File: config.mk
export PLATFORM = sky130hd
export DESIGN_NAME = mem_port_router_flat
export DESIGN_NICKNAME = d
export VERILOG_FILES = /design/src/rtl/femto_pkg.sv /design/src/rtl/mem_port_router_if.sv /design/src/rtl/mem_grant_arb.sv /design/src/rtl/mem_port_router.sv /design/src/flat_wrapper.sv
export SDC_FILE = /design/constraint.sdc
export NUM_CORES = 1
export LEC_CHECK = 0
export ABC_AREA = 1
export BUFFER_PORTS_ARGS = -buffer_cell sky130_fd_sc_hd__buf_2
export CELL_PAD_IN_SITES_DETAIL_PLACEMENT = 0
export CELL_PAD_IN_SITES_GLOBAL_PLACEMENT = 1
export CORE_MARGIN = 2
export CORE_UTILIZATION = 11
export CTS_CLUSTER_DIAMETER = 150
export DETAILED_ROUTE_END_ITERATION = 8
export GPL_TIMING_DRIVEN = 0
export PLACE_DENSITY_LB_ADDON = 0.3
export SLEW_MARGIN = 20
export SYNTH_ARGS = -nofsm -noshare
export SYNTH_HDL_FRONTEND = slang
export SYNTH_SLANG_ARGS = --single-unit
File: constraint.sdc
create_clock -name clk -period 1.3 [get_ports clk]
set_clock_uncertainty 0.15 [all_clocks]
set_input_delay 0.065 -clock clk [delete_from_list [all_inputs] [get_ports clk]]
set_output_delay 0.065 -clock clk [all_outputs]
set_load 0.05 [all_outputs]
File: src/rtl/femto_pkg.sv
// Shared types and defaults for the femto memory subsystem.
// owner_t names which requester owns the response slot one cycle after a grant.
package femto_pkg;

  localparam int XLEN_DEFAULT        = 32;
  localparam int MAX_D_BURST_DEFAULT = 3;

  typedef enum logic [1:0] {
    OWN_NONE = 2'd0,
    OWN_IF   = 2'd1,
    OWN_D    = 2'd2
  } owner_t;

endpackage

File: src/rtl/mem_port_router_if.sv
// Fetch port, data port and unified memory command bundled for the router.
// Handshake: a requester holds *_req_valid and its payload until *_req_ready is
// seen high in the same cycle; that cycle is the grant, and the matching
// *_rsp_valid pulses for exactly one cycle on the following cycle.
interface mem_port_router_if import femto_pkg::*; #(
  parameter int XLEN = XLEN_DEFAULT
);

  logic              if_req_valid;
  logic [XLEN-1:0]   if_addr;
  logic              if_req_ready;
  logic              if_rsp_valid;
  logic [XLEN-1:0]   if_rsp_data;

  logic              d_req_valid;
  logic [XLEN-1:0]   d_addr;
  logic              d_we;
  logic [XLEN-1:0]   d_wdata;
  logic [XLEN/8-1:0] d_be;
  logic              d_req_ready;
  logic              d_rsp_valid;
  logic [XLEN-1:0]   d_rsp_data;

  logic              mem_req;
  logic [XLEN-1:0]   mem_addr;
  logic              mem_we;
  logic [XLEN-1:0]   mem_wdata;
  logic [XLEN/8-1:0] mem_be;
  logic [XLEN-1:0]   mem_rdata;

  modport master (
    output if_req_valid, if_addr, d_req_valid, d_addr, d_we, d_wdata, d_be, mem_rdata,
    input  if_req_ready, if_rsp_valid, if_rsp_data,
    input  d_req_ready, d_rsp_valid, d_rsp_data,
    input  mem_req, mem_addr, mem_we, mem_wdata, mem_be
  );

  modport slave (
    input  if_req_valid, if_addr, d_req_valid, d_addr, d_we, d_wdata, d_be, mem_rdata,
    output if_req_ready, if_rsp_valid, if_rsp_data,
    output d_req_ready, d_rsp_valid, d_rsp_data,
    output mem_req, mem_addr, mem_we, mem_wdata, mem_be
  );

endinterface

File: src/rtl/mem_grant_arb.sv
// Grant arbiter: data wins by default, but after MAX_D_BURST consecutive data
// grants with a fetch waiting, the fetch gets the next slot.
module mem_grant_arb import femto_pkg::*; #(
  parameter int MAX_D_BURST = MAX_D_BURST_DEFAULT
) (
  input  logic clk,
  input  logic rst,
  input  logic en,
  input  logic if_req_valid,
  input  logic d_req_valid,
  output logic grant_if,
  output logic grant_d
);

  localparam int CW = (MAX_D_BURST < 1) ? 1 : $clog2(MAX_D_BURST + 1);

  logic [CW-1:0] burst_cnt;
  logic          burst_full;

  assign burst_full = (burst_cnt == CW'(MAX_D_BURST));

  always_comb begin
    grant_if = 1'b0;
    grant_d  = 1'b0;
    if (en) begin
      if (d_req_valid && !(burst_full && if_req_valid)) grant_d = 1'b1;
      else if (if_req_valid)                            grant_if = 1'b1;
    end
  end

  // Counts only data grants that actually held off a waiting fetch.
  always_ff @(posedge clk) begin
    if (rst || grant_if || !if_req_valid) burst_cnt <= '0;
    else if (grant_d && !burst_full)      burst_cnt <= burst_cnt + CW'(1);
  end

endmodule

File: src/rtl/mem_port_router.sv
// Routes fetch and load/store requests onto one single-cycle memory port and
// steers the returning read data back to the requester that owned the slot.
module mem_port_router import femto_pkg::*; #(
  parameter int XLEN        = XLEN_DEFAULT,
  parameter int MAX_D_BURST = MAX_D_BURST_DEFAULT
) (
  input  logic               clk,
  input  logic               rst,
  mem_port_router_if.slave   bus,
  output owner_t             owner_dbg
);

  localparam logic [XLEN/8-1:0] BE_ALL = '1;

  logic   rst_q;
  logic   grant_en;
  logic   grant_if;
  logic   grant_d;
  owner_t owner;
  owner_t owner_nxt;
  logic   store_q;
  logic   store_nxt;
  logic   rsp_live;

  // Grants are held off during reset and for the cycle right after it.
  assign grant_en = !rst && !rst_q;

  mem_grant_arb #(.MAX_D_BURST(MAX_D_BURST)) u_arb (
    .clk          (clk),
    .rst          (rst),
    .en           (grant_en),
    .if_req_valid (bus.if_req_valid),
    .d_req_valid  (bus.d_req_valid),
    .grant_if     (grant_if),
    .grant_d      (grant_d)
  );

  always_ff @(posedge clk) begin
    rst_q <= rst;
    if (rst) begin
      owner   <= OWN_NONE;
      store_q <= 1'b0;
    end else begin
      owner   <= owner_nxt;
      store_q <= store_nxt;
    end
  end

  always_comb begin
    owner_nxt = OWN_NONE;
    store_nxt = 1'b0;
    if (grant_if) begin
      owner_nxt = OWN_IF;
    end else if (grant_d) begin
      owner_nxt = OWN_D;
      store_nxt = bus.d_we;
    end
  end

  always_comb begin
    bus.mem_req   = 1'b0;
    bus.mem_addr  = '0;
    bus.mem_we    = 1'b0;
    bus.mem_wdata = '0;
    bus.mem_be    = '0;
    if (grant_if) begin
      bus.mem_req  = 1'b1;
      bus.mem_addr = bus.if_addr;
      bus.mem_be   = BE_ALL;
    end else if (grant_d) begin
      bus.mem_req   = 1'b1;
      bus.mem_addr  = bus.d_addr;
      bus.mem_we    = bus.d_we;
      bus.mem_wdata = bus.d_wdata;
      bus.mem_be    = bus.d_be;
    end
  end

  assign bus.if_req_ready = grant_if;
  assign bus.d_req_ready  = grant_d;

  // A response still in flight when reset arrives is dropped here.
  assign rsp_live         = !rst;
  assign bus.if_rsp_valid = rsp_live && (owner == OWN_IF);
  assign bus.if_rsp_data  = bus.if_rsp_valid ? bus.mem_rdata : '0;
  assign bus.d_rsp_valid  = rsp_live && (owner == OWN_D);
  assign bus.d_rsp_data   = (bus.d_rsp_valid && !store_q) ? bus.mem_rdata : '0;

  assign owner_dbg = owner;

endmodule

File: src/flat_wrapper.sv
// flat-port wrapper written by rule: the top's interface ports become plain ports
module mem_port_router_flat import femto_pkg::*;
#(
  parameter int XLEN        = XLEN_DEFAULT,
  parameter int MAX_D_BURST = MAX_D_BURST_DEFAULT
)
  (clk, rst, owner_dbg, bus_if_req_valid, bus_if_addr, bus_d_req_valid, bus_d_addr, bus_d_we, bus_d_wdata, bus_d_be, bus_mem_rdata, bus_if_req_ready, bus_if_rsp_valid, bus_if_rsp_data, bus_d_req_ready, bus_d_rsp_valid, bus_d_rsp_data, bus_mem_req, bus_mem_addr, bus_mem_we, bus_mem_wdata, bus_mem_be);
  mem_port_router_if #(.XLEN(XLEN)) bus_i ();
  input  logic clk;
  input  logic rst;
  output owner_t owner_dbg;
  input wire logic [$bits(bus_i.if_req_valid)-1:0] bus_if_req_valid;
  input wire logic [$bits(bus_i.if_addr)-1:0] bus_if_addr;
  input wire logic [$bits(bus_i.d_req_valid)-1:0] bus_d_req_valid;
  input wire logic [$bits(bus_i.d_addr)-1:0] bus_d_addr;
  input wire logic [$bits(bus_i.d_we)-1:0] bus_d_we;
  input wire logic [$bits(bus_i.d_wdata)-1:0] bus_d_wdata;
  input wire logic [$bits(bus_i.d_be)-1:0] bus_d_be;
  input wire logic [$bits(bus_i.mem_rdata)-1:0] bus_mem_rdata;
  output wire logic [$bits(bus_i.if_req_ready)-1:0] bus_if_req_ready;
  output wire logic [$bits(bus_i.if_rsp_valid)-1:0] bus_if_rsp_valid;
  output wire logic [$bits(bus_i.if_rsp_data)-1:0] bus_if_rsp_data;
  output wire logic [$bits(bus_i.d_req_ready)-1:0] bus_d_req_ready;
  output wire logic [$bits(bus_i.d_rsp_valid)-1:0] bus_d_rsp_valid;
  output wire logic [$bits(bus_i.d_rsp_data)-1:0] bus_d_rsp_data;
  output wire logic [$bits(bus_i.mem_req)-1:0] bus_mem_req;
  output wire logic [$bits(bus_i.mem_addr)-1:0] bus_mem_addr;
  output wire logic [$bits(bus_i.mem_we)-1:0] bus_mem_we;
  output wire logic [$bits(bus_i.mem_wdata)-1:0] bus_mem_wdata;
  output wire logic [$bits(bus_i.mem_be)-1:0] bus_mem_be;
  assign bus_i.if_req_valid = bus_if_req_valid;
  assign bus_i.if_addr = bus_if_addr;
  assign bus_i.d_req_valid = bus_d_req_valid;
  assign bus_i.d_addr = bus_d_addr;
  assign bus_i.d_we = bus_d_we;
  assign bus_i.d_wdata = bus_d_wdata;
  assign bus_i.d_be = bus_d_be;
  assign bus_i.mem_rdata = bus_mem_rdata;
  assign bus_if_req_ready = bus_i.if_req_ready;
  assign bus_if_rsp_valid = bus_i.if_rsp_valid;
  assign bus_if_rsp_data = bus_i.if_rsp_data;
  assign bus_d_req_ready = bus_i.d_req_ready;
  assign bus_d_rsp_valid = bus_i.d_rsp_valid;
  assign bus_d_rsp_data = bus_i.d_rsp_data;
  assign bus_mem_req = bus_i.mem_req;
  assign bus_mem_addr = bus_i.mem_addr;
  assign bus_mem_we = bus_i.mem_we;
  assign bus_mem_wdata = bus_i.mem_wdata;
  assign bus_mem_be = bus_i.mem_be;
  mem_port_router #(.XLEN(XLEN), .MAX_D_BURST(MAX_D_BURST)) u_core (.clk(clk), .rst(rst), .bus(bus_i), .owner_dbg(owner_dbg));
endmodule
==> metrics.txt, run 1 <==
# TYPE chip_impl_metric gauge
chip_impl_metric{name="wire_per_inst",unit="um"} 12.9
chip_impl_metric{name="sequential_cell_area",unit="um2"} 130
chip_impl_info{name="synthTopCellsByArea",value="sky130_fd_sc_hd__nand2_1 (30%), sky130_fd_sc_hd__nor2_1 (27%), sky130_fd_sc_hd__inv_1 (20%), sky130_fd_sc_hd__dfxtp_1 (8.7%), sky130_fd_sc_hd__buf_6 (4.1%)"} 1
chip_impl_metric{name="worst-path-max-fanout",unit=""} 5
chip_impl_metric{name="setup_viol",unit=""} 142
chip_impl_metric{name="fp.dieW",unit="um"} 116
chip_impl_metric{name="slew_violations",unit=""} 0
chip_impl_metric{name="detail_route.first_pass.iterations",unit=""} 3
chip_impl_metric{name="area_of_all_placed_cells_without_fillers",unit="mm2"} 0.00726
chip_impl_metric{name="grt_antenna_before_repair",unit=""} 0
chip_impl_metric{name="syn_nets",unit=""} 457
chip_impl_metric{name="final_ant_viol_nets",unit=""} 0
chip_impl_metric{name="syn-cell-area",unit="mm2"} 0.00138
chip_impl_metric{name="std_cell_rows",unit=""} 40
chip_impl_metric{name="synthesized_netlist_cell_count",unit=""} 319
chip_impl_metric{name="core_area",unit="mm2"} 0.0121
chip_impl_metric{name="hpwlAfterDp",unit="um"} 7780
chip_impl_metric{name="detail_route.wirelength",unit="um"} 10400
chip_impl_metric{name="post-route-worst-setup-slack",unit="ps"} -574
chip_impl_metric{name="grt_overflow",unit=""} 0
chip_impl_metric{name="clk_transition_reported_paths",unit="ps"} 40
chip_impl_info{name="outcome",value="finished with violations"} 1
chip_impl_metric{name="critPathRequiredTime",unit="ps"} 1090
chip_impl_metric{name="leakage",unit="nW"} 3.23
chip_impl_info{name="critPathTopFamily",value="buffers and inverters"} 1
chip_impl_metric{name="clock_buffer_count_from_cts",unit=""} 3
chip_impl_metric{name="period_share",unit=""} 1.44
chip_impl_metric{name="floorplan.initialDensity",unit=""} 0.114
chip_impl_metric{name="drv.max_cap_violation_count",unit=""} 0
chip_impl_metric{name="grt_pass1_vias",unit=""} 3193
chip_impl_metric{name="yosys_register_bits",unit=""} 6
chip_impl_metric{name="final.setup.tns",unit="ps"} -61790
chip_impl_metric{name="routed_via_density",unit=""} 3.84
chip_impl_metric{name="clock_insertion_delay_worst_skew",unit="ps"} 220
chip_impl_metric{name="synthesis_to_finish_area_growth",unit="%"} 426
chip_impl_info{name="grt_setup_unrepaired",value="true"} 1
chip_impl_metric{name="htree_levels",unit=""} 1
chip_impl_metric{name="period_needed",unit="ps"} 1870
chip_impl_metric{name="numPortBuffers",unit=""} 276
chip_impl_metric{name="globalplace.congestion",unit=""} 0.682
chip_impl_info{name="top_cell_type_by_total_area_after_synthesis",value="sky130_fd_sc_hd__nand2_1"} 1
chip_impl_metric{name="hold_ws",unit="ps"} -7.76
chip_impl_metric{name="largest_net_degree_at_the_start_of_global_routing",unit=""} 11
chip_impl_info{name="critPathCaptureType",value="primary output"} 1
chip_impl_metric{name="critical_path.n_buffers_inverters",unit=""} 4
chip_impl_metric{name="timing.final.hold_violations",unit=""} 1
chip_impl_metric{name="ff2ff_setup_slack",unit="ps"} -200
chip_impl_metric{name="remaining_drc_errors",unit=""} 0
chip_impl_metric{name="crit_arrival",unit="ps"} 1660
chip_impl_metric{name="die_y",unit="um"} 116
chip_impl_metric{name="instances_no_fill",unit=""} 803
chip_impl_metric{name="cts_hold_buffers",unit=""} 2
chip_impl_metric{name="vdd.ir_drop.worst",unit="uV"} 359
chip_impl_metric{name="design.final.nets",unit=""} 774
chip_impl_metric{name="placement.cell_area",unit="mm2"} 0.00498
chip_impl_info{name="worst_setup_path_start_kind",value="flip-flop"} 1
chip_impl_info{name="clock_tree_from_tritoncts",value="built"} 1
chip_impl_info{name="worst-setup-path-type",value="reg -> out"} 1
chip_impl_metric{name="place_ws",unit="ps"} -754
chip_impl_metric{name="numClockSinks",unit=""} 6
chip_impl_metric{name="worst-slew-pin-transition",unit="ps"} 264
chip_impl_info{name="cts_root_buffer",value="sky130_fd_sc_hd__clkbuf_16"} 1
chip_impl_metric{name="filler_cells",unit=""} 950
chip_impl_metric{name="worst_path_largest_cell_delay",unit="ps"} 320
chip_impl_metric{name="fmax",unit="GHz"} 0.534
chip_impl_metric{name="placedCellCount",unit=""} 763
chip_impl_info{name="crit_path_cell_trace",value="ha_4, nand2_4, nand2_4, nor2_4, buf_12, buf_12, buf_8, nand2_2, nand2_8, buf_8"} 1
chip_impl_metric{name="multiInputGateArea",unit="mm2"} 0.00298
chip_impl_metric{name="iter_0_drt_violations",unit=""} 54
chip_impl_metric{name="synth.lib_cells_used.distinct",unit=""} 17
chip_impl_metric{name="layout-drive-gt1-share",unit=""} 0.861
chip_impl_metric{name="synth.avg_cell_area",unit="um2"} 4.33
chip_impl_metric{name="ys_warn_count",unit=""} 0
chip_impl_info{name="failed_checks",value="negative hold slack, negative setup slack"} 1
chip_impl_metric{name="number_of_buffers_on_the_longest_clock_path",unit=""} 2
chip_impl_metric{name="slew-limit-headroom",unit=""} 0.824
chip_impl_metric{name="design.portCount",unit=""} 277
chip_impl_metric{name="design.die.area",unit="mm2"} 0.0135
chip_impl_metric{name="num_vias",unit=""} 3086
chip_impl_info{name="timing.critical_path.slowest_stage_cell",value="sky130_fd_sc_hd__dfxtp_2"} 1
chip_impl_metric{name="diodes",unit=""} 0
chip_impl_metric{name="first_pass_grt_wire_length",unit="um"} 15400
chip_impl_metric{name="part_of_the_yosys_area_used_for_sequential_elements",unit=""} 0.0870
chip_impl_metric{name="yosys.area.top_type_share",unit=""} 0.299
chip_impl_metric{name="grt.total_usage",unit=""} 0.144
chip_impl_info{name="worst_hold_path_type",value="in -> reg"} 1
chip_impl_metric{name="power_density_of_the_placed_cells",unit="mW/mm2"} 342
-- worst reg2reg max path, cell delays in order (launching register included) --
cell and delay [ps]:
sky130_fd_sc_hd__dfxtp_2 320, sky130_fd_sc_hd__ha_4 160, sky130_fd_sc_hd__nand2_4 60, sky130_fd_sc_hd__nand2_4 70, sky130_fd_sc_hd__nand3_4 110, sky130_fd_sc_hd__buf_4 290
sky130_fd_sc_hd__nand3_2 130, sky130_fd_sc_hd__a21oi_1 120
-- final timing paths --
kind	cells past startpoint	start	endpoint
worst min-delay path	3	bus_d_req_valid	u_core.owner_dbg[1]
worst max register to register	7	u_core.u_arb.burst_cnt[0]	u_core.u_arb.burst_cnt[0]
worst min register to register	2	u_core.u_arb.burst_cnt[1]	u_core.u_arb.burst_cnt[1]
worst max-delay path	10	u_core.u_arb.burst_cnt[0]	bus_mem_addr[18]
-- metrics by stage --
| stage | utilization | total power [mW] | hold slack, ps |
|---|---|---|---|
| after floorplan | - | 1.11 | -57.3 |
| after global placement | 0.411 | 1.49 | 147 |
| after detailed placement | 0.411 | 1.51 | 152 |
| after CTS | 0.578 | 2.43 | -12.7 |
| after global routing | 0.600 | 2.60 | -12.0 |
| final | 0.600 | 2.48 | -7.76 |
-- cell usage after synthesis (all sizes together) --
master / number
a21oi: 2
buf: 13
dfxtp: 6
nor2: 102
clkbuf: 3
inv: 75
nand3: 4
nor3: 1
nand2: 111
nand4: 1
ha: 1
-- power breakdown --
part,switching (mW),internal (mW),total [mW],leakage (nW)
combinational,1.03,0.747,1.78,3.14
clock,0.102,0.407,0.508,0.0382
sequential,0.00497,0.188,0.193,0.0515
total,1.14,1.34,2.48,3.23
-- cell families (layout without fill, tap and decap cells) --
family                     after synthesis  in the layout  synth area share
AOI/OAI and AO/OA                        2              2           0.00725
adders and majority gates                1              1           0.00906
buffers and inverters                   91            407             0.282
DFF                                      6              6            0.0870
and+or+nand+nor                        219            219             0.615
-- layer usage --
layer	share of wire	track usage	wire (um)
met5	0	0	0
met4	0.0071	0.0183	74
met2	0.57	0.290	5960
met1	0.31	0.141	3180
met3	0.11	0.0549	1170
-- placed cells by master, fill, tap and decap left out --
master / Yosys / final
sky130_fd_sc_hd__buf_2: 8 / 138
sky130_fd_sc_hd__nor2_4: 1 / 101
sky130_fd_sc_hd__nand2_8: 0 / 72
sky130_fd_sc_hd__buf_8: 0 / 72
sky130_fd_sc_hd__inv_1: 72 / 70
sky130_fd_sc_hd__buf_6: 5 / 70
sky130_fd_sc_hd__buf_12: 0 / 21
sky130_fd_sc_hd__nand2_2: 1 / 16
sky130_fd_sc_hd__nand2_4: 0 / 13
sky130_fd_sc_hd__buf_16: 0 / 12
sky130_fd_sc_hd__clkbuf_16: 0 / 10
sky130_fd_sc_hd__nand2_1: 110 / 10
sky130_fd_sc_hd__buf_4: 0 / 5
sky130_fd_sc_hd__nand3_2: 1 / 3
sky130_fd_sc_hd__inv_8: 0 / 2
sky130_fd_sc_hd__dlygate4sd3_1: 0 / 2
sky130_fd_sc_hd__dfxtp_4: 0 / 2
sky130_fd_sc_hd__dfxtp_1: 6 / 2
sky130_fd_sc_hd__dfxtp_2: 0 / 2
sky130_fd_sc_hd__inv_4: 0 / 1
sky130_fd_sc_hd__nor3_4: 0 / 1
sky130_fd_sc_hd__clkinv_4: 0 / 1
sky130_fd_sc_hd__inv_2: 3 / 1
sky130_fd_sc_hd__nand3_4: 0 / 1
sky130_fd_sc_hd__inv_16: 0 / 1
sky130_fd_sc_hd__nor2_1: 100 / 1
sky130_fd_sc_hd__nand4_1: 1 / 1
sky130_fd_sc_hd__a21oi_2: 0 / 1
sky130_fd_sc_hd__a21oi_1: 2 / 1
sky130_fd_sc_hd__ha_4: 0 / 1
sky130_fd_sc_hd__clkbuf_1: 3 / 1
-- repair_timing --
item	4_1_cts	5_1_grt
resized for setup	401	66
setup buffers	20	10
hold endpoints to repair	3	1
setup endpoints to repair	141	142
gates cloned	15	1
pin swaps	30	32
-- cell type report --
type / instances / area share
Inverter: 75 / 0.0431
Buffer: 13 / 0.0391
Timing Repair Buffer: 314 / 0.449
Multi-Input combinational cell: 222 / 0.410
Clock buffer: 4 / 0.0109
Timing Repair inverter: 1 / 0.00155
Sequential cell: 6 / 0.0179
Tap cell: 168 / 0.0289
-- state kept, by name (all words and copies together) (netlist names) --
| name | cells |
|---|---|
| u_core.rst_q | 1 |
| u_core.u_arb.burst_cnt | 2 |
| u_core.owner_dbg | 2 |
| u_core.store_q | 1 |
Note: power is estimated with default switching activity, not from simulation.
==> inputs of run 2 (changes only) <==
Settings changed: PLACE_DENSITY set to 0.75, PLACE_DENSITY_LB_ADDON 0.3 to not set, SKIP_LAST_GASP set to 1.
==> run 2 against run 1 <==
Against the previous run:
- the run ends with negative setup slack left
- critical path depth unchanged
- first-iteration DRC count increased by 33%
- die area unchanged
- largest cell class unchanged
- highest routed layer unchanged
- sequential power about the same
- wire length increased by 20%
- register-to-register slack got worse by 140 ps
==> metrics.txt, run 2 (synthesis gave the netlist of run 1 again) <==
# TYPE chip_impl_metric gauge
chip_impl_metric{name="hold_ws",unit="ps"} 108
chip_impl_info{name="timing.critical_path.slowest_stage_cell",value="sky130_fd_sc_hd__dfxtp_4"} 1
chip_impl_metric{name="design.portCount",unit=""} 277
chip_impl_metric{name="setup_viol",unit=""} 141
chip_impl_info{name="grt_setup_unrepaired",value="true"} 1
chip_impl_metric{name="numClockSinks",unit=""} 6
chip_impl_metric{name="clock_buffer_count_from_cts",unit=""} 3
chip_impl_metric{name="num_vias",unit=""} 3239
chip_impl_metric{name="design.final.nets",unit=""} 786
chip_impl_metric{name="grt_antenna_before_repair",unit=""} 0
chip_impl_metric{name="grt_pass1_vias",unit=""} 3505
chip_impl_metric{name="vdd.ir_drop.worst",unit="uV"} 295
chip_impl_metric{name="finalCoreUtilization",unit=""} 0.613
chip_impl_info{name="worst-setup-path-type",value="reg -> out"} 1
chip_impl_info{name="min-delay-start",value="bus_d_req_valid"} 1
chip_impl_metric{name="wire_per_inst",unit="um"} 15.3
chip_impl_metric{name="routed_via_density",unit=""} 3.97
chip_impl_metric{name="clock_insertion_delay_worst_skew",unit="ps"} 230
chip_impl_metric{name="first_pass_grt_wire_length",unit="um"} 18100
chip_impl_metric{name="worst-slew-pin-transition",unit="ps"} 263
chip_impl_metric{name="netSwitchingFraction",unit=""} 0.464
chip_impl_metric{name="crit_arrival",unit="ps"} 1680
chip_impl_metric{name="iter_0_drt_violations",unit=""} 72
chip_impl_info{name="top_layer",value="met4"} 1
chip_impl_metric{name="leakage",unit="nW"} 3.46
chip_impl_metric{name="fp.dieW",unit="um"} 116
chip_impl_metric{name="post-route-worst-setup-slack",unit="ps"} -598
chip_impl_metric{name="filler_cells",unit=""} 894
chip_impl_metric{name="wl_met1",unit="um"} 3770
chip_impl_metric{name="largest_net_degree_at_the_start_of_global_routing",unit=""} 11
chip_impl_metric{name="period_share",unit=""} 1.46
chip_impl_metric{name="drv.max_cap_violation_count",unit=""} 0
chip_impl_metric{name="hpwlAfterDp",unit="um"} 8470
chip_impl_info{name="outcome",value="finished with violations"} 1
chip_impl_metric{name="critical_path.n_buffers_inverters",unit=""} 4
chip_impl_metric{name="timing.final.hold_violations",unit=""} 0
chip_impl_metric{name="critPathRequiredTime",unit="ps"} 1090
chip_impl_info{name="cpMostUsedCell",value="sky130_fd_sc_hd__nand2_4"} 1
chip_impl_metric{name="slew-limit-headroom",unit=""} 0.826
chip_impl_metric{name="power_density_of_the_placed_cells",unit="mW/mm2"} 342
chip_impl_info{name="r2r_start",value="u_core.u_arb.burst_cnt[0]"} 1
chip_impl_info{name="clock_tree_from_tritoncts",value="built"} 1
chip_impl_metric{name="remaining_drc_errors",unit=""} 0
chip_impl_metric{name="detail_route.first_pass.iterations",unit=""} 4
chip_impl_metric{name="wl_met2",unit="um"} 7240
chip_impl_metric{name="globalplace.congestion",unit=""} 0.817
chip_impl_metric{name="fmax",unit="GHz"} 0.527
chip_impl_info{name="failed_checks",value="negative setup slack"} 1
chip_impl_info{name="worst_setup_path_start_kind",value="flip-flop"} 1
chip_impl_metric{name="power_frac_seq",unit=""} 0.075
chip_impl_metric{name="detail_route.wirelength",unit="um"} 12500
chip_impl_info{name="critPathCaptureType",value="primary output"} 1
chip_impl_metric{name="worst-path-max-fanout",unit=""} 8
chip_impl_info{name="cts_root_buffer",value="sky130_fd_sc_hd__clkbuf_16"} 1
chip_impl_metric{name="clk_transition_reported_paths",unit="ps"} 30
chip_impl_metric{name="power.share.clock",unit=""} 0.205
chip_impl_metric{name="power_report.internal_total",unit="mW"} 1.36
chip_impl_metric{name="share_comb_of_total_power",unit=""} 0.720
chip_impl_info{name="critPathTopFamily",value="buffers and inverters"} 1
chip_impl_metric{name="design.die.area",unit="mm2"} 0.0135
chip_impl_info{name="layout_commonest_cell",value="sky130_fd_sc_hd__buf_2"} 1
chip_impl_metric{name="slew_violations",unit=""} 0
chip_impl_metric{name="grt_overflow",unit=""} 0
chip_impl_info{name="worst_hold_path_type",value="in -> reg"} 1
chip_impl_metric{name="numPortBuffers",unit=""} 276
chip_impl_metric{name="htree_levels",unit=""} 1
chip_impl_metric{name="synthesis_to_finish_area_growth",unit="%"} 438
chip_impl_metric{name="std_cell_rows",unit=""} 40
chip_impl_metric{name="number_of_buffers_on_the_longest_clock_path",unit=""} 2
chip_impl_metric{name="detailroute.wirelength.met3",unit="um"} 1170
chip_impl_metric{name="floorplan.initialDensity",unit=""} 0.114
chip_impl_metric{name="layout-drive-gt1-share",unit=""} 0.872
chip_impl_metric{name="worst_path_largest_cell_delay",unit="ps"} 340
chip_impl_metric{name="post-layout-total-power",unit="mW"} 2.54
chip_impl_info{name="mostFrequentLayoutCells",value="sky130_fd_sc_hd__buf_2 (138), sky130_fd_sc_hd__nor2_4 (100), sky130_fd_sc_hd__buf_8 (77), sky130_fd_sc_hd__inv_1 (70), sky130_fd_sc_hd__buf_6 (69)"} 1
chip_impl_metric{name="die_y",unit="um"} 116
chip_impl_metric{name="final_ant_viol_nets",unit=""} 0
chip_impl_metric{name="grt.total_usage",unit=""} 0.171
chip_impl_metric{name="period_needed",unit="ps"} 1900
chip_impl_metric{name="power_switching",unit="mW"} 1.18
chip_impl_info{name="critPathLaunch",value="u_core.u_arb.burst_cnt[0]"} 1
chip_impl_metric{name="diodes",unit=""} 0
chip_impl_info{name="crit_path_cell_trace",value="ha_4, nand2_4, nand2_4, nand3_4, clkinv_8, buf_6, buf_16, nand2_4, nand2_8, buf_8"} 1
chip_impl_metric{name="core_area",unit="mm2"} 0.0121
run 2: path summary, 6_finish.rpt:
| kind | endpoint | slack (ps) | cells past startpoint |
|---|---|---|---|
| max reg2reg | u_core.u_arb.burst_cnt[0] | -340 | 10 |
| max | bus_mem_addr[13] | -600 | 10 |
| min | u_core.u_arb.burst_cnt[0] | 110 | 4 |
| min reg2reg | u_core.u_arb.burst_cnt[1] | 360 | 2 |
run 2: layout make-up:
cell class | count | area (um2) | share of cell area
inverter | 75 | 312 | 0.0420
sequential | 6 | 133 | 0.0179
clock buffer | 4 | 78.8 | 0.0106
buffer | 14 | 333 | 0.0449
tap | 168 | 210 | 0.0283
timing repair buffer | 326 | 3380 | 0.455
multi-input combinational | 222 | 2980 | 0.401
run 2: layer usage:
| metal | track usage | vias up |
|---|---|---|
| met3 | 0.0424 | 17 |
| li1 | - | 1554 |
| met5 | 0 | - |
| met1 | 0.158 | 1489 |
| met4 | 0.0437 | 0 |
| met2 | 0.365 | 179 |
run 2: timing repair:
action,4_1_cts,5_1_grt
gates cloned,11,4
hold buffers,3,0
setup buffers,25,13
pin swaps,36,11
endpoints found under the setup margin,142,142
hold endpoints to repair,3,0
gates resized for setup,410,79
run 2: worst min-delay path, stage by stage:
cell and delay, ps:
sky130_fd_sc_hd__buf_2 120, sky130_fd_sc_hd__nand4_1 130, sky130_fd_sc_hd__nand2_1 80, sky130_fd_sc_hd__a21oi_1 50
run 2: stage by stage:
step / std cells / TNS, ps / worst slack (ps) / cell area (um2)
floorplan: 319 / -52810 / -543 / 3390
global placement: 763 / -47670 / -732 / 4980
detailed placement: 763 / -50880 / -771 / 4980
CTS: 806 / -60810 / -573 / 6980
global route: 815 / -71200 / -652 / 7420
finish: 815 / -63740 / -598 / 7420
run 2: power groups by stage:
stage          combinational (mW)  sequential (mW)  clock [mW]
6_report                     1.83            0.192       0.519
5_1_grt                      1.91            0.192       0.540
4_1_cts                      1.73            0.193       0.529
3_5_place_dp                 1.33            0.195           0
3_3_place_gp                 1.31            0.195           0
2_1_floorplan               0.910            0.202           0
==> inputs of run 3 (changes only) <==
Settings changed: CTS_BUF_LIST set to sky130_fd_sc_hd__clkbuf_8, RECOVER_POWER set to 25, SETUP_SLACK_MARGIN set to 0.05.
==> run 3 against run 2 <==
Against the previous run:
- the flow still finishes with violations (negative setup slack)
- sequential power hardly changed
- fmax grew 0.45%
- sequential share of layout area about the same
- utilization increased by 0.17 points
- via count down 1.1%
- highest routed layer unchanged
==> metrics.txt, run 3 (synthesis gave the netlist of run 1 again) <==
# TYPE chip_impl_metric gauge
chip_impl_metric{name="numPortBuffers",unit=""} 276
chip_impl_metric{name="setup_viol",unit=""} 141
chip_impl_info{name="failed_checks",value="negative setup slack"} 1
chip_impl_metric{name="numClockSinks",unit=""} 6
chip_impl_metric{name="slew_violations",unit=""} 0
chip_impl_info{name="critPathCaptureType",value="primary output"} 1
chip_impl_metric{name="period_share",unit=""} 1.45
chip_impl_metric{name="placement.cell_area",unit="mm2"} 0.00498
chip_impl_metric{name="vdd.ir_drop.worst",unit="uV"} 199
chip_impl_metric{name="grt.total_usage",unit=""} 0.174
chip_impl_metric{name="iter_0_drt_violations",unit=""} 62
chip_impl_metric{name="fmax",unit="GHz"} 0.529
chip_impl_metric{name="routed_via_density",unit=""} 3.94
chip_impl_metric{name="clock_buffer_count_from_cts",unit=""} 3
chip_impl_metric{name="multiInputGateArea",unit="mm2"} 0.00304
chip_impl_metric{name="htree_levels",unit=""} 1
chip_impl_metric{name="critPathRequiredTime",unit="ps"} 1090
chip_impl_info{name="cpMostUsedCell",value="sky130_fd_sc_hd__nand2_4"} 1
chip_impl_metric{name="grt_util_met1",unit=""} 0.164
chip_impl_metric{name="grt_pass1_vias",unit=""} 3476
chip_impl_metric{name="area_of_all_placed_cells_without_fillers",unit="mm2"} 0.00744
chip_impl_metric{name="filler_cells",unit=""} 888
chip_impl_info{name="worst-setup-path-type",value="reg -> out"} 1
chip_impl_metric{name="design.final.nets",unit=""} 785
chip_impl_info{name="worst_setup_path_start_kind",value="flip-flop"} 1
chip_impl_metric{name="num_vias",unit=""} 3204
chip_impl_metric{name="floorplan.initialDensity",unit=""} 0.114
chip_impl_metric{name="period_needed",unit="ps"} 1890
chip_impl_metric{name="fp.dieW",unit="um"} 116
chip_impl_metric{name="std_cell_rows",unit=""} 40
chip_impl_info{name="layout_commonest_cell",value="sky130_fd_sc_hd__buf_2"} 1
chip_impl_metric{name="remaining_drc_errors",unit=""} 0
chip_impl_metric{name="hold_ws",unit="ps"} 83.6
chip_impl_info{name="mostFrequentLayoutCells",value="sky130_fd_sc_hd__buf_2 (138), sky130_fd_sc_hd__nor2_4 (100), sky130_fd_sc_hd__buf_8 (77), sky130_fd_sc_hd__inv_1 (71), sky130_fd_sc_hd__nand2_8 (67)"} 1
chip_impl_info{name="clock_tree_from_tritoncts",value="built"} 1
chip_impl_metric{name="final_ant_viol_nets",unit=""} 0
chip_impl_metric{name="clk_transition_reported_paths",unit="ps"} 40
chip_impl_metric{name="slew-limit-headroom",unit=""} 0.817
chip_impl_metric{name="synthesis_to_finish_area_growth",unit="%"} 439
chip_impl_metric{name="post-route-worst-setup-slack",unit="ps"} -589
chip_impl_metric{name="core_area",unit="mm2"} 0.0121
chip_impl_metric{name="leakage",unit="nW"} 3.48
chip_impl_info{name="global_route_hottest_layer",value="met2"} 1
chip_impl_metric{name="drv.max_cap_violation_count",unit=""} 0
chip_impl_metric{name="power_density_of_the_placed_cells",unit="mW/mm2"} 315
chip_impl_metric{name="largest_net_degree_at_the_start_of_global_routing",unit=""} 11
chip_impl_metric{name="timing.final.hold_violations",unit=""} 0
chip_impl_metric{name="worst_path_largest_cell_delay",unit="ps"} 330
chip_impl_metric{name="grt_overflow",unit=""} 0
chip_impl_info{name="outcome",value="finished with violations"} 1
chip_impl_metric{name="worst-slew-pin-transition",unit="ps"} 274
chip_impl_metric{name="clock_insertion_delay_worst_skew",unit="ps"} 230
chip_impl_info{name="cts_root_buffer",value="sky130_fd_sc_hd__clkbuf_8"} 1
chip_impl_metric{name="finalCoreUtilization",unit=""} 0.614
chip_impl_info{name="crit_path_cell_trace",value="ha_4, nand2_4, nand2_4, nor2_4, buf_6, buf_6, buf_12, nand2_4, nand2_8, buf_8"} 1
chip_impl_metric{name="place_ws",unit="ps"} -771
chip_impl_metric{name="detail_route.wirelength",unit="um"} 12400
chip_impl_metric{name="worst-path-max-fanout",unit=""} 5
chip_impl_metric{name="wire_per_inst",unit="um"} 15.2
chip_impl_metric{name="design.portCount",unit=""} 277
chip_impl_metric{name="global_route.usage.met2",unit=""} 0.361
chip_impl_info{name="grt_setup_unrepaired",value="true"} 1
chip_impl_metric{name="die_y",unit="um"} 116
chip_impl_metric{name="use_met3",unit=""} 0.0471
chip_impl_info{name="timing.critical_path.slowest_stage_cell",value="sky130_fd_sc_hd__dfxtp_2"} 1
chip_impl_metric{name="design.die.area",unit="mm2"} 0.0135
chip_impl_metric{name="layout-drive-gt1-share",unit=""} 0.872
chip_impl_info{name="worst_hold_path_type",value="in -> reg"} 1
chip_impl_metric{name="globalplace.congestion",unit=""} 0.817
chip_impl_metric{name="detail_route.first_pass.iterations",unit=""} 3
chip_impl_metric{name="grt_antenna_before_repair",unit=""} 0
chip_impl_metric{name="diodes",unit=""} 0
chip_impl_metric{name="crit_arrival",unit="ps"} 1670
chip_impl_metric{name="number_of_buffers_on_the_longest_clock_path",unit=""} 2
chip_impl_metric{name="hpwlAfterDp",unit="um"} 8470
chip_impl_metric{name="sequential_cell_area",unit="um2"} 130
chip_impl_metric{name="first_pass_grt_wire_length",unit="um"} 18300
run 3: worst paths after layout:
path / slack [ps] / to / cells past startpoint / from
worst min-delay path: 80 / u_core.u_arb.burst_cnt[1] / 4 / bus_d_req_valid
worst min register to register: 330 / u_core.u_arb.burst_cnt[1] / 2 / u_core.u_arb.burst_cnt[1]
worst max register to register: -330 / u_core.u_arb.burst_cnt[1] / 10 / u_core.u_arb.burst_cnt[0]
worst max-delay path: -590 / bus_mem_addr[28] / 10 / u_core.u_arb.burst_cnt[0]
run 3: what timing repair did:
item / 4_1_cts / 5_1_grt
hold buffers: 3 / 0
cloned: 11 / 4
buffers inserted: 26 / 14
pin swaps: 37 / 15
gates resized for setup: 413 / 95
hold endpoints to repair: 4 / 0
setup endpoints to repair: 142 / 142
run 3: layout make-up:
type                            instances  share of cell area
Buffer                                 14              0.0437
Clock inverter                          1            0.000505
Sequential cell                         6              0.0175
Inverter                               75              0.0419
Timing Repair Buffer                  325               0.454
Tap cell                              168              0.0283
Multi-Input combinational cell        222               0.409
Clock buffer                            3             0.00555
run 3: report_power, final:
part / total, mW / internal [mW] / switching, mW / leakage [nW]
combinational: 1.85 / 0.772 / 1.07 / 3.40
sequential: 0.193 / 0.188 / 0.00512 / 0.0515
clock: 0.305 / 0.205 / 0.100 / 0.0269
run 3: critical path, delay by kind of cell, from the launching register on:
family	cells	cell delay, ps
AND/OR/NAND/NOR	5	400
flip-flops	1	330
buffers and inverters	4	540
adder cells (fa/ha/maj)	1	170
run 3: per-layer routing:
metal | share of wire | wire (um)
met4 | 0.020 | 246
met1 | 0.31 | 3840
met3 | 0.093 | 1150
met5 | 0 | 0
met2 | 0.58 | 7160
run 3: stage by stage:
stage               std cells  TNS, ps  total power [mW]
floorplan                 319   -52810              1.11
global placement          763   -47670              1.51
detailed placement        763   -50880              1.52
CTS                       807   -61000              2.23
global route              814   -70040              2.44
finish                    814   -63280              2.34
